## src/rtl/dpm_ctrl_multi.sv

```systemverilog
// dpm_ctrl_multi: multi-domain dynamic power-management controller.
// Each domain runs its own ACTIVE/IDLE/OFF/WAKE sequencer with idle, off and
// wake-latency timers; wakes are granted round-robin under a global budget
// on simultaneously powered domains.
// Optional build macro DPM_STATS_EN adds per-domain wake counters readable
// through stat_sel/stat_cnt.
module dpm_ctrl_multi #(
    parameter int unsigned N_CH     = 4,
    parameter int unsigned CNT_W    = 8,
    parameter int unsigned IDLE_CYC = 8,
    parameter int unsigned OFF_CYC  = 16,
    parameter int unsigned WAKE_LAT = 4,
    parameter int unsigned MAX_ON   = 2
) (
    input  logic              clk,
    input  logic              rst,
    input  logic [N_CH-1:0]   busy,
    input  logic [N_CH-1:0]   wake_req,
    input  logic [N_CH-1:0]   sleep_req,
    output logic [N_CH-1:0]   pwr_en,
    output logic [N_CH-1:0]   clk_en,
    output logic [N_CH-1:0]   ready,
    output logic [2*N_CH-1:0] state_o,
    output logic [3:0]        on_count
`ifdef DPM_STATS_EN
    ,
    input  logic [3:0]        stat_sel,
    output logic [15:0]       stat_cnt
`endif
);

    typedef enum logic [1:0] {
        ST_ACTIVE = 2'b00,
        ST_IDLE   = 2'b01,
        ST_OFF    = 2'b10,
        ST_WAKE   = 2'b11
    } state_t;

    localparam logic [CNT_W:0]   IDLE_LIM  = (CNT_W+1)'(IDLE_CYC);
    localparam logic [CNT_W:0]   OFF_LIM   = (CNT_W+1)'(OFF_CYC);
    localparam logic [CNT_W-1:0] WAKE_INIT = CNT_W'(WAKE_LAT);

    state_t            state_q [N_CH];
    state_t            state_d [N_CH];
    logic [CNT_W-1:0]  timer_q [N_CH];
    logic [CNT_W-1:0]  timer_d [N_CH];
    logic [3:0]        ptr_q, ptr_d;
    logic [N_CH-1:0]   grant;
    logic [4:0]        arb_idx;
    logic              found;
    logic [CNT_W:0]    tinc;
    logic [3:0]        on_cnt;

    // Outputs decoded purely from registered state; on_count is a popcount of powered domains.
    always_comb begin
        on_cnt = '0;
        for (int unsigned i = 0; i < N_CH; i++) begin
            pwr_en[i]        = (state_q[i] != ST_OFF);
            clk_en[i]        = (state_q[i] == ST_ACTIVE);
            state_o[2*i +: 2] = state_q[i];
            on_cnt           = on_cnt + 4'(pwr_en[i]);
        end
        ready    = clk_en;
        on_count = on_cnt;
    end

    // Round-robin wake arbiter: one grant per cycle, judged on the registered budget.
    always_comb begin
        grant   = '0;
        ptr_d   = ptr_q;
        arb_idx = '0;
        found   = 1'b0;
        if (on_cnt < 4'(MAX_ON)) begin
            for (int unsigned k = 0; k < N_CH; k++) begin
                arb_idx = 5'(ptr_q) + 5'(k);
                if (arb_idx >= 5'(N_CH)) arb_idx = arb_idx - 5'(N_CH);
                for (int unsigned j = 0; j < N_CH; j++) begin
                    if (!found && (5'(j) == arb_idx) && (state_q[j] == ST_OFF) && wake_req[j]) begin
                        grant[j] = 1'b1;
                        found    = 1'b1;
                        ptr_d    = (j == N_CH - 1) ? 4'd0 : 4'(j + 1);
                    end
                end
            end
        end
    end

    // Per-domain sequencer next state and timer update.
    always_comb begin
        tinc = '0;
        for (int unsigned i = 0; i < N_CH; i++) begin
            state_d[i] = state_q[i];
            timer_d[i] = timer_q[i];
            tinc       = {1'b0, timer_q[i]} + (CNT_W+1)'(1);
            case (state_q[i])
                ST_ACTIVE: begin
                    if (sleep_req[i] && !wake_req[i]) begin
                        state_d[i] = ST_OFF;
                        timer_d[i] = '0;
                    end else if (busy[i]) begin
                        timer_d[i] = '0;
                    end else if (tinc == IDLE_LIM) begin
                        state_d[i] = ST_IDLE;
                        timer_d[i] = '0;
                    end else begin
                        timer_d[i] = tinc[CNT_W-1:0];
                    end
                end
                ST_IDLE: begin
                    if (busy[i] || wake_req[i]) begin
                        state_d[i] = ST_ACTIVE;
                        timer_d[i] = '0;
                    end else if (sleep_req[i] || (tinc == OFF_LIM)) begin
                        state_d[i] = ST_OFF;
                        timer_d[i] = '0;
                    end else begin
                        timer_d[i] = tinc[CNT_W-1:0];
                    end
                end
                ST_OFF: begin
                    if (grant[i]) begin
                        state_d[i] = ST_WAKE;
                        timer_d[i] = WAKE_INIT;
                    end
                end
                ST_WAKE: begin
                    if (timer_q[i] <= CNT_W'(1)) begin
                        state_d[i] = ST_ACTIVE;
                        timer_d[i] = '0;
                    end else begin
                        timer_d[i] = timer_q[i] - CNT_W'(1);
                    end
                end
                default: begin
                    state_d[i] = ST_OFF;
                    timer_d[i] = '0;
                end
            endcase
        end
    end

    // State, timer and arbitration pointer registers.
    always_ff @(posedge clk or posedge rst) begin
        if (rst) begin
            ptr_q <= '0;
            for (int unsigned i = 0; i < N_CH; i++) begin
                state_q[i] <= ST_OFF;
                timer_q[i] <= '0;
            end
        end else begin
            ptr_q <= ptr_d;
            for (int unsigned i = 0; i < N_CH; i++) begin
                state_q[i] <= state_d[i];
                timer_q[i] <= timer_d[i];
            end
        end
    end

`ifdef DPM_STATS_EN
    logic [15:0] wake_cnt_q [N_CH];
    logic [15:0] wake_cnt_d [N_CH];

    // Saturating count of completed wake sequences per domain.
    always_comb begin
        for (int unsigned i = 0; i < N_CH; i++) begin
            wake_cnt_d[i] = wake_cnt_q[i];
            if ((state_q[i] == ST_WAKE) && (state_d[i] == ST_ACTIVE) && (wake_cnt_q[i] != 16'hFFFF))
                wake_cnt_d[i] = wake_cnt_q[i] + 16'd1;
        end
    end

    // Wake counter registers.
    always_ff @(posedge clk or posedge rst) begin
        if (rst) begin
            for (int unsigned i = 0; i < N_CH; i++) wake_cnt_q[i] <= '0;
        end else begin
            for (int unsigned i = 0; i < N_CH; i++) wake_cnt_q[i] <= wake_cnt_d[i];
        end
    end

    // Counter readout mux; out-of-range selects read zero.
    always_comb begin
        stat_cnt = '0;
        for (int unsigned j = 0; j < N_CH; j++) begin
            if (4'(j) == stat_sel) stat_cnt = wake_cnt_q[j];
        end
    end
`endif

endmodule

```

## config.mk

```make
export PLATFORM = sky130hd
export DESIGN_NAME = dpm_ctrl_multi
export DESIGN_NICKNAME = d
export VERILOG_FILES = /design/src/rtl/dpm_ctrl_multi.sv
export SDC_FILE = /design/constraint.sdc
export NUM_CORES = 1
export LEC_CHECK = 0
export BUFFER_PORTS_ARGS = -buffer_cell sky130_fd_sc_hd__buf_2
export CORE_AREA = 2 2 65 129
export DETAILED_ROUTE_END_ITERATION = 12
export DIE_AREA = 0 0 67 131
export PLACE_DENSITY = 0.84
export SETUP_SLACK_MARGIN = 0.05
export SYNTH_ARGS = -nofsm -noshare
export SYNTH_HDL_FRONTEND = slang
export SYNTH_SLANG_ARGS = --single-unit
```

## constraint.sdc

```tcl
create_clock -name clk -period 4.1 [get_ports clk]
set_input_delay 0.82 -clock clk [delete_from_list [all_inputs] [get_ports clk]]
set_output_delay 0.82 -clock clk [all_outputs]
set_load 0.01 [all_outputs]
```

==> summary.md, run 1 <==
| Metric | Value |
|---|---|
| Die area | 0.00878 mm^2 |
| Slew Viols, Final | 0 |
| Power Internal | 1.43 mW |
| Ys Warns | 0 |
| EDFF count, synth | 0 |
| Multi-input logic area | 0.00280 mm^2 |
| Combinational share of power | 51.5% |
| Vias in the first global route | 3673 |
| Clock-pin slew on the worst setup and hold paths | 60 ps |
| Layout Cells excl Fill | 650 |
| Fin Setup TNS | 0 ps |
| Sw frac | 49.3% |
| Synth Register Bits | 42 |
| Multiplexer share of the synthesized area | 0.751% |
| DR WL/cell | 15.5 um |
| CTS tree | yes |
| Chip Width | 67 um |
| Biggest area consumer among synthesized cells | dfrtp_1 |
| Core Region | 0.00783 mm^2 |
| Crit. End Element | flip-flop |
| Register area | 0.00106 mm^2 |
| Final hold vios | 0 |
| Initial antenna violation count | 0 |
| Pwr Total | 2.82 mW |
| Critical hold path startpoint | timer_q[31]$_DFFE_PP0N_ |
| Placed cells | 642 |
| Complex-gate fraction of the synthesized area | 30.8% |
| Dpl ws | 856 ps |
| FF-to-FF Start | state_o[3]$_DFFE_PP1P_ |
| Main combinational cell family by area after synthesis | compound AO/OA/AOI/OAI gates |
| Least-Margin Pin Slew | 854 ps |
| Syn Std Cell Area | 0.00416 mm^2 |
| Routed via count | 4163 |
| Max Cap Viol | 0 |
| Std cell rows | 46 |
| WHS Path Cells | 1 |
| CTS Hold Buffers Added | 0 |
| Syn nets | 583 |
| Finish-stage setup viols | 0 |
| GRT overflow | 0 |
| Fraction of synthesized cell area taken by the top area cell type | 22.8% |
| Post-CTS Setup Inserts | 0 |
| Crit-path max FO | 14 |
| Nets | 587 |
| Detail Placement HPWL | 7040 um |
| Worst Path Required | 4260 ps |
| CTS max path bufs | 2 |
| Final Worst Setup Slack | 785 ps |
| DR pass1 iterations | 5 |
| Layout area overhead | 6.34% |
| Post_cts resized | 0 |
| Adder-Cell Fraction of Synth Area | 6.19% |
| Slowest-stage cell, CP | dfstp_2 |
| Post-Synth Simple-Gate Area | 27.4% |
| Synth Area in XOR/XNOR | 2.10% |
| CP arrival | 3480 ps |
| Sequential Power Share | 33.9% |
| Reg2Reg Setup Slack | 790 ps |
| CTS Root Cell | clkbuf_16 |
| Worst path max stage delay | 650 ps |
| Critical Path Source | state_o[3]$_DFFE_PP1P_ |
| Worst slew margin | 42.1% |
| Clk pwr share | 14.6% |
| PD cells | 636 mW/mm^2 |
| IO Pins | 38 |
| Die Y | 131 um |
| Distinct cell type count after synthesis | 77 |
| NetSw | 1.39 mW |
| Final WL | 10100 um |
| Final Cycle Share | 80.9% |
| Skew-Pair Late Insertion Delay | 290 ps |
| WHS Endpoint | timer_q[31]$_DFFE_PP0N_ |
| FILL cells | 742 |
| Initial DRC count | 509 |
| Cts bufs inserted | 5 |
| Commonest non-fill, non-tap cells in the layout | 48 x nand2_1, 46 x nor2_1, 44 x a21oi_1 |
| Worst reg-to-reg path cell count | 12 |
| Global-route wire length before repair | 17000 um |
| Critical path class | reg2reg |
| Drc violations | 0 |
| Max IR drop VDD | 0.000474 V |
| All-Layer GR Usage | 24.1% |
| Initial Util | 53.2% |
| Run status | finished clean |
| Skew final | 4.31 ps |
| Commonest non-fill, non-tap cell in the layout | nand2_1 |
| Post-synthesis sequential area ratio | 25.4% |
| Worst Hold Class | reg2reg |
| Synthesized area per cell | 7.58 um^2 |
| FFs w/ async S/R, synth | 100% |
| Cells after synthesis | 549 |
| Highest clock rate | 302 MHz |
| Critical-path cell list | nor2b_1, fa_1, inv_1, ha_1, inv_1, ha_1, nand2_1, nor2_1, a211oi_2, nor3_1, a21oi_1, o221ai_1 |
| Top cells by area, synth | dfrtp_1 23%, ha_1 5.7%, a21oi_1 5.3% |
| Diodes inserted | 0 |
| Min Tclk post-route | 3310 ps |
| Share of cells above drive strength 1 | 12.3% |
| Primary FF master, synth | dfrtp_1 |
| Worst r2r dst | timer_q[14]$_DFFE_PP0N_ |
| Antenna viol nets, final | 0 |
| Leak | 1.79 nW |
| Vias/cell | 6.40 |
| H-tree depth | 2 |
| CP Launch Type | flip-flop |
| CTS Sinks | 42 |
| RSZ-0062 raised after global routing | no |
| Largest net degree at the start of global routing | 24 |
| Hold WS | 510 ps |
| Final GP Congestion | 0.925 |
| Port-buffer cells | 36 |
[sequential cells by signal, summed over array words and instances (netlist names)]
name,flops
timer_q,32
ptr_q,2
state_o,8
[cells in the mapped netlist, types with 3 or more instances]
cell type,count
o21ai_0,42
nor2b_1,7
a22oi_1,5
a211oi_1,6
buf_4,9
clkbuf_1,25
nand3_1,21
xnor2_1,7
o31a_1,3
buf_2,6
or2_2,6
a21oi_1,44
nor3_1,17
o221ai_1,5
nand2b_1,8
nand2_1,48
o311ai_0,4
ha_1,19
a221o_1,3
nor3b_1,4
o31ai_1,4
a21o_1,4
nor2_1,46
dfstp_2,4
nand3b_1,6
inv_1,26
or4_1,3
a21boi_0,3
o211ai_1,13
o22ai_1,7
or3_1,8
xor2_1,3
dfrtp_1,38
a221oi_1,8
nor4_1,4
a31oi_1,8
o21a_1,4
and3_1,13
a211o_1,3
and3b_1,4
[per-layer routing]
metal,up-vias,share of wire (%),global-route usage [%]
met5,-,0,0
met4,0,2.3,9.84
met2,153,47,38.7
met3,24,5.9,3.17
met1,1932,45,32.4
li1,2054,-,-
[logic make-up (layout without fill, tap and decap cells)]
| kind of cell | count (synthesis) | count (layout) |
|---|---|---|
| AO/OA/AOI/OAI | 191 | 191 |
| other | 1 | 1 |
| buffers and inverters | 68 | 73 |
| multiplexers | 3 | 3 |
| AND/OR/NAND/NOR | 214 | 214 |
| adder cells (fa/ha/maj) | 20 | 20 |
| flip-flops | 42 | 42 |
| XOR/XNOR | 10 | 10 |
[through the flow]
stage                     util [%]  instance area, um^2
after floorplan                  -                 4160
after global placement        54.7                 4280
final                         56.6                 4430
after detailed placement      54.7                 4280
after global routing          56.6                 4430
after CTS                     56.6                 4430
[worst max-delay path by stage]
stage,endpoint,depth (start not counted)
2_1_floorplan,timer_q[14]$_DFFE_PP0N_,14
3_3_place_gp,timer_q[14]$_DFFE_PP0N_,12
3_5_place_dp,timer_q[14]$_DFFE_PP0N_,12
4_1_cts,timer_q[14]$_DFFE_PP0N_,12
5_1_grt,timer_q[14]$_DFFE_PP0N_,12
6_report,timer_q[14]$_DFFE_PP0N_,12
[final cells by class]
type | instances | share of cell area, %
clock buffer | 7 | 3.22
timing repair buffer | 39 | 4.58
clock inverter | 1 | 0.113
inverter | 26 | 2.20
sequential | 42 | 23.8
multi-input combinational | 439 | 63.3
tap | 96 | 2.71
[power groups by stage]
stage | logic [mW] | registers (mW) | clock network, mW
6_report | 1.45 | 0.955 | 0.410
5_1_grt | 1.64 | 0.991 | 0.429
4_1_cts | 1.44 | 0.936 | 0.416
3_5_place_dp | 1.43 | 0.943 | 0
3_3_place_gp | 1.39 | 0.932 | 0
2_1_floorplan | 1.32 | 0.708 | 0
[critical path, delay by kind of cell (launching register included)]
kind / cells / cell delay [ps]
AO/OA/AOI/OAI: 3 / 910
flip-flops: 1 / 650
AND/OR/NAND/NOR: 4 / 600
buffers and inverters: 2 / 130
adder cells (fa/ha/maj): 3 / 890
(Power assumes the default switching activity.)
==> run 2, diff against run 1 <==
Settings changed: PLACE_DENSITY 0.84 to 0.87.
Clock period 4.1 ns to 2.7 ns, I/O delays scaled along.
==> run 2 against run 1 <==
- worst setup slack worse by 770 ps
- critical path depth is 1 lower
- clock skew is 4.3 ps higher
- fmax is 23% higher
- die area stayed put
==> summary.md, run 2 (same netlist as run 1, synthesis figures left out) <==
| Metric | Value |
|---|---|
| Placed cells | 677 (+5.5%) |
| Clk pwr share | 14.0% (-0.6 points) |
| NetSw | 2.37 mW (+71%) |
| Least-Margin Pin Slew | 683 ps (-171 ps) |
| Final hold vios | 0 (unchanged) |
| Run status | finished clean |
| Commonest non-fill, non-tap cells in the layout | 47 x nand2_1, 45 x nor2_1, 44 x a21oi_1 |
| DR WL/cell | 16.8 um (+8.0%) |
| Largest net degree at the start of global routing | 43 (+79%) |
| Port-buffer cells | 36 (unchanged) |
| GRT overflow | 0 (unchanged) |
| CP Launch Type | flip-flop |
| Global-route wire length before repair | 18600 um (+9.6%) |
| CP arrival | 2860 ps (-620 ps) |
| Share of cells above drive strength 1 | 20.9% (+8.6 points) |
| Die area | 0.00878 mm^2 (unchanged) |
| All-Layer GR Usage | 26.8% (+2.7 points) |
| Worst path max stage delay | 570 ps (-80 ps) |
| Slowest-stage cell, CP | fa_1 |
| Initial Util | 53.2% (unchanged) |
| Routed via count | 4581 (+10%) |
| Max Cap Viol | 0 (unchanged) |
| Initial antenna violation count | 0 (unchanged) |
| CTS max path bufs | 2 (unchanged) |
| Chip Width | 67 um (unchanged) |
| Max FFs per register | 32 (unchanged) |
| DR pass1 iterations | 6 (+1) |
| Skew final | 8.60 ps (+4.30 ps) |
| Critical Path Source | state_o[6]$_DFFE_PP0P_ |
| Diodes inserted | 0 (unchanged) |
| Sequential Power Share | 23.2% (-11 points) |
| RSZ-0062 raised after global routing | yes |
| Vias in the first global route | 4059 (+11%) |
| Final Cell Area | 0.00487 mm^2 (+9.9%) |
| Slew Viols, Final | 0 (unchanged) |
| Layout Cells excl Fill | 690 (+6.2%) |
| CTS tree | yes |
| Crit-path max FO | 4 (-10) |
| Power Internal | 2.66 mW (+86%) |
| Core Region | 0.00783 mm^2 (unchanged) |
| Drc violations | 0 (unchanged) |
| Clock-pin slew on the worst setup and hold paths | 60 ps (about the same) |
| H-tree depth | 2 (unchanged) |
| Skew-Pair Late Insertion Delay | 290 ps (about the same) |
| Final Cycle Share | 99.4% (+19 points) |
| Final GP Congestion | 0.926 (+0.11%) |
| PD cells | 1030 mW/mm^2 (+62%) |
| Sw frac | 47.2% (-2.2 points) |
| Highest clock rate | 372 MHz (+23%) |
| Critical path class | reg2reg |
| Detail Placement HPWL | 7950 um (+13%) |
| Std cell rows | 46 (unchanged) |
| Leak | 2.02 nW (+13%) |
| CTS Sinks | 42 (unchanged) |
| Pwr Total | 5.03 mW (+79%) |
| Most used cell, CP | inv_2 |
| Cts bufs inserted | 5 (unchanged) |
| Die Y | 131 um (unchanged) |
| Hold WS | 374 ps (-136 ps) |
| Max IR drop VDD | 0.000621 V (+31%) |
| Critical-path cell list | nand2b_4, inv_2, fa_1, inv_2, ha_4, inv_2, ha_4, o2111ai_4, and2_4, a2111o_1, a221o_1 |
| Initial DRC count | 623 (+22%) |
| Worst Hold Class | in2async |
| Final WL | 11600 um (+15%) |
| Crit. End Element | flip-flop |
| Worst Path Required | 2880 ps (-1380 ps) |
| Cell Area, Placed | 0.00459 mm^2 (+7.2%) |
| Biggest register | timer_q |
| Nets | 627 (+6.8%) |
| Antenna viol nets, final | 0 (unchanged) |
| CTS Hold Buffers Added | 0 (unchanged) |
| Min Tclk post-route | 2680 ps (-630 ps) |
| CTS Root Cell | clkbuf_16 |
| Finish-stage setup viols | 0 (unchanged) |
| Finished Core Util | 62.2% (+5.6 points) |
| Vias/cell | 6.64 (+3.7%) |
| IO Pins | 38 (unchanged) |
| FF-to-FF Start | state_o[6]$_DFFE_PP0P_ |
| Worst slew margin | 54.4% (+12 points) |
| Commonest non-fill, non-tap cell in the layout | nand2_1 |
| Layout area overhead | 16.9% |
| Combinational share of power | 62.8% (+11 points) |
[run 2: worst paths after layout]
check | endpoint | slack (ps) | depth (start not counted)
worst max-delay path | timer_q[19]$_DFFE_PP0N_ | 20 | 11
max in group asynchronous | timer_q[23]$_DFFE_PP0N_ | 1930 | 3
worst min-delay path | timer_q[10]$_DFFE_PP0N_ | 370 | 3
min in group clk | timer_q[31]$_DFFE_PP0N_ | 500 | 1
worst min register to register | timer_q[31]$_DFFE_PP0N_ | 500 | 1
worst max register to register | timer_q[19]$_DFFE_PP0N_ | 20 | 11
[run 2: power groups by stage]
stage / clock network, mW / registers (mW) / logic, mW
2_1_floorplan: 0 / 1.08 / 2.13
3_3_place_gp: 0 / 1.13 / 2.77
3_5_place_dp: 0 / 1.15 / 2.85
4_1_cts: 0.707 / 1.14 / 2.94
5_1_grt: 0.724 / 1.20 / 3.47
6_report: 0.702 / 1.17 / 3.16
[run 2: cell type report]
class                      instances  area, um^2
fill                             670        2960
clock buffer                       7         133
inverter                          26        97.6
multi-input combinational        439        2920
clock inverter                     1        30.0
tap                               96         120
sequential                        42        1060
timing repair buffer              79         509
[run 2: per-layer routing]
layer | GRT usage [%] | part of all wire, %
met1 | 36.4 | 40
met2 | 42.9 | 49
met3 | 3.42 | 8.7
met4 | 10.6 | 3.0
met5 | 0 | 0
[run 2: worst max-delay path, delay by kind of cell (launching register included)]
kind / cells / cell delay [ps]
simple gates: 2 / 360
buf+inv: 3 / 170
compound gates: 3 / 780
fa+ha+maj: 3 / 890
flops: 1 / 380
[run 2: repair_timing]
action,4_1_cts,5_1_grt
pin swaps,0,3
setup buffers,3,3
setup endpoints to repair,7,9
gates resized for setup,4,11
[run 2: per-stage QoR]
| stage | TNS [ps] | worst slack (ps) |
|---|---|---|
| 6_report | 0 | 15.3 |
| 5_1_grt | -212 | -66.8 |
| 2_1_floorplan | 0 | 60.5 |
| 3_5_place_dp | -44.1 | -44.1 |
| 4_1_cts | 0 | 77.1 |
| 3_3_place_gp | 0 | 53.1 |
==> run 3, diff against run 2 <==
Settings changed: RECOVER_POWER set to 25.
==> run 3 against run 2 <==
- die area did not move
- sequential cell count did not move
- clock power fell by 0.6%
- global-route usage did not move
- sequential power barely moved
- fmax rose by 0.19%
- clock-buffer cell count did not move
- via count rose by 1.1%
- design area barely moved
- core utilization barely moved
- total power barely moved
==> summary.md, run 3 (same netlist as run 1, synthesis figures left out) <==
| Metric | Value |
|---|---|
| Run status | finished clean |
| GRT overflow | 0 (unchanged) |
| Initial antenna violation count | 0 (unchanged) |
| Share of cells above drive strength 1 | 20.9% (unchanged) |
| Clk pwr share | 13.9% (about the same) |
| RSZ-0062 raised after global routing | yes |
| Combinational share of power | 62.9% (about the same) |
| Vias/cell | 6.71 (+1.1%) |
| Final WL | 11700 um (+0.72%) |
| CP delay by family, top | adder cells |
| Final GP Congestion | 0.926 (unchanged) |
| Worst reg-to-reg path cell count | 11 (unchanged) |
| Crit. End Element | flip-flop |
| Power Internal | 2.66 mW (about the same) |
| Worst Hold Class | reg2reg |
| Final Cell Area | 0.00487 mm^2 (about the same) |
| Least-Margin Pin Slew | 1100 ps (+417 ps) |
| Hold WS | 503 ps (+129 ps) |
| Cell Area, Placed | 0.00459 mm^2 (unchanged) |
| Std cell rows | 46 (unchanged) |
| CTS Sinks | 42 (unchanged) |
| CTS max path bufs | 2 (unchanged) |
| Worst path max stage delay | 570 ps (about the same) |
| Skew final | 8.84 ps (+0.237 ps) |
| CP arrival | 2850 ps (about the same) |
| Drc violations | 0 (unchanged) |
| IO Pins | 38 (unchanged) |
| CP Depth | 11 (unchanged) |
| Worst Path Required | 2880 ps (about the same) |
| Commonest non-fill, non-tap cells in the layout | 47 x nand2_1, 45 x nor2_1, 44 x a21oi_1 |
| CTS tree | yes |
| Chip Width | 67 um (unchanged) |
| Slew Viols, Final | 0 (unchanged) |
| Layout area overhead | 16.9% (about the same) |
| PD cells | 1030 mW/mm^2 (about the same) |
| Slowest-stage cell, CP | fa_1 |
| Detail Placement HPWL | 7950 um (unchanged) |
| Final Cycle Share | 99.2% (-0.19 points) |
| H-tree depth | 2 (unchanged) |
| Core Region | 0.00783 mm^2 (unchanged) |
| Antenna viol nets, final | 0 (unchanged) |
| Vias in the first global route | 4059 (unchanged) |
| CP Launch Type | flip-flop |
| Crit-path max FO | 4 (unchanged) |
| Largest net degree at the start of global routing | 43 (unchanged) |
| Routed via count | 4631 (+1.1%) |
| CP Buf/Inv Count | 3 (unchanged) |
| CTS Root Cell | clkbuf_16 |
| Initial Util | 53.2% (unchanged) |
| DR pass1 iterations | 5 (-1) |
| Final hold vios | 0 (unchanged) |
| Most used cell, CP | inv_2 |
| Commonest non-fill, non-tap cell in the layout | nand2_1 |
| Min Tclk post-route | 2680 ps (-5.19 ps) |
| Skew-Pair Late Insertion Delay | 290 ps (about the same) |
| Max Cap Viol | 0 (unchanged) |
| Highest clock rate | 373 MHz (+0.19%) |
| Max FFs per register | 32 (unchanged) |
| Worst slew margin | 26.6% (-28 points) |
| Cts bufs inserted | 5 (unchanged) |
| Finish-stage setup viols | 0 (unchanged) |
| Clock-pin slew on the worst setup and hold paths | 60 ps (about the same) |
| Die area | 0.00878 mm^2 (unchanged) |
| DR WL/cell | 16.9 um (+0.72%) |
| Biggest register | timer_q |
| Max IR drop VDD | 0.000620 V (-0.10%) |
| Nets | 627 (unchanged) |
| WHS Path Cells | 1 |
| NetSw | 2.38 mW (+0.12%) |
| Sw frac | 47.2% (about the same) |
| Diodes inserted | 0 (unchanged) |
| Die Y | 131 um (unchanged) |
| Leak | 2.02 nW (about the same) |
| Critical path class | reg2reg |
| All-Layer GR Usage | 26.8% (unchanged) |
| Critical-path cell list | nand2b_4, inv_2, fa_1, inv_2, ha_4, inv_2, ha_4, o2111ai_4, and2_4, a2111o_1, a221o_1 |
| Initial DRC count | 578 (-7.2%) |
| Port-buffer cells | 36 (unchanged) |
| Sequential Power Share | 23.2% (about the same) |
| Global-route wire length before repair | 18600 um (unchanged) |
## run 3: worst paths after layout
check	from	endpoint	slack (ps)
worst max-delay path	state_o[6]$_DFFE_PP0P_	timer_q[19]$_DFFE_PP0N_	20
worst min-delay path	timer_q[31]$_DFFE_PP0N_	timer_q[31]$_DFFE_PP0N_	500
worst max register to register	state_o[6]$_DFFE_PP0P_	timer_q[19]$_DFFE_PP0N_	20
worst min register to register	timer_q[31]$_DFFE_PP0N_	timer_q[31]$_DFFE_PP0N_	500
max in group asynchronous	rst	timer_q[16]$_DFFE_PP0N_	1440
min in group asynchronous	rst	timer_q[10]$_DFFE_PP0N_	580
## run 3: power by group through the flow
stage | registers [mW] | clock network, mW | logic (mW)
floorplan | 1.08 | 0 | 2.13
global placement | 1.13 | 0 | 2.77
detailed placement | 1.15 | 0 | 2.85
CTS | 1.14 | 0.707 | 2.94
global route | 1.20 | 0.724 | 3.47
finish | 1.17 | 0.698 | 3.17
## run 3: layer usage
| metal | up-vias | GRT usage, % | share of wire (%) |
|---|---|---|---|
| li1 | 2146 | - | - |
| met5 | - | 0 | 0 |
| met3 | 33 | 3.42 | 8.9 |
| met1 | 2166 | 36.4 | 40 |
| met2 | 286 | 42.9 | 48 |
| met4 | 0 | 10.6 | 2.6 |
## run 3: area by class of cell
class                   instances  area (um^2)
clock buffers                   7          133
clock inverters                 1         30.0
fillers                       670         2960
inverters                      26         97.6
multi-input cells             439         2920
flip-flops and latches         42         1060
well taps                      96          120
repair buffers                 79          507
## run 3: repair_timing
item                                    4_1_cts  5_1_grt
gates resized for setup                       4       11
pin swaps                                     0        3
endpoints found under the setup margin        7        9
setup buffers                                 3        3
hold buffers                                  0        0
## run 3: stage by stage
step	std cells	setup slack, ps	power, mW	TNS [ps]	util (%)
after global placement	677	53.1	3.90	0	58.6
after global routing	690	-66.8	5.40	-212	62.2
after detailed placement	677	-44.1	4.00	-44.1	58.6
final	690	20.5	5.03	0	62.2
after floorplan	549	60.5	3.21	0	-
after CTS	688	77.1	4.78	0	61.2
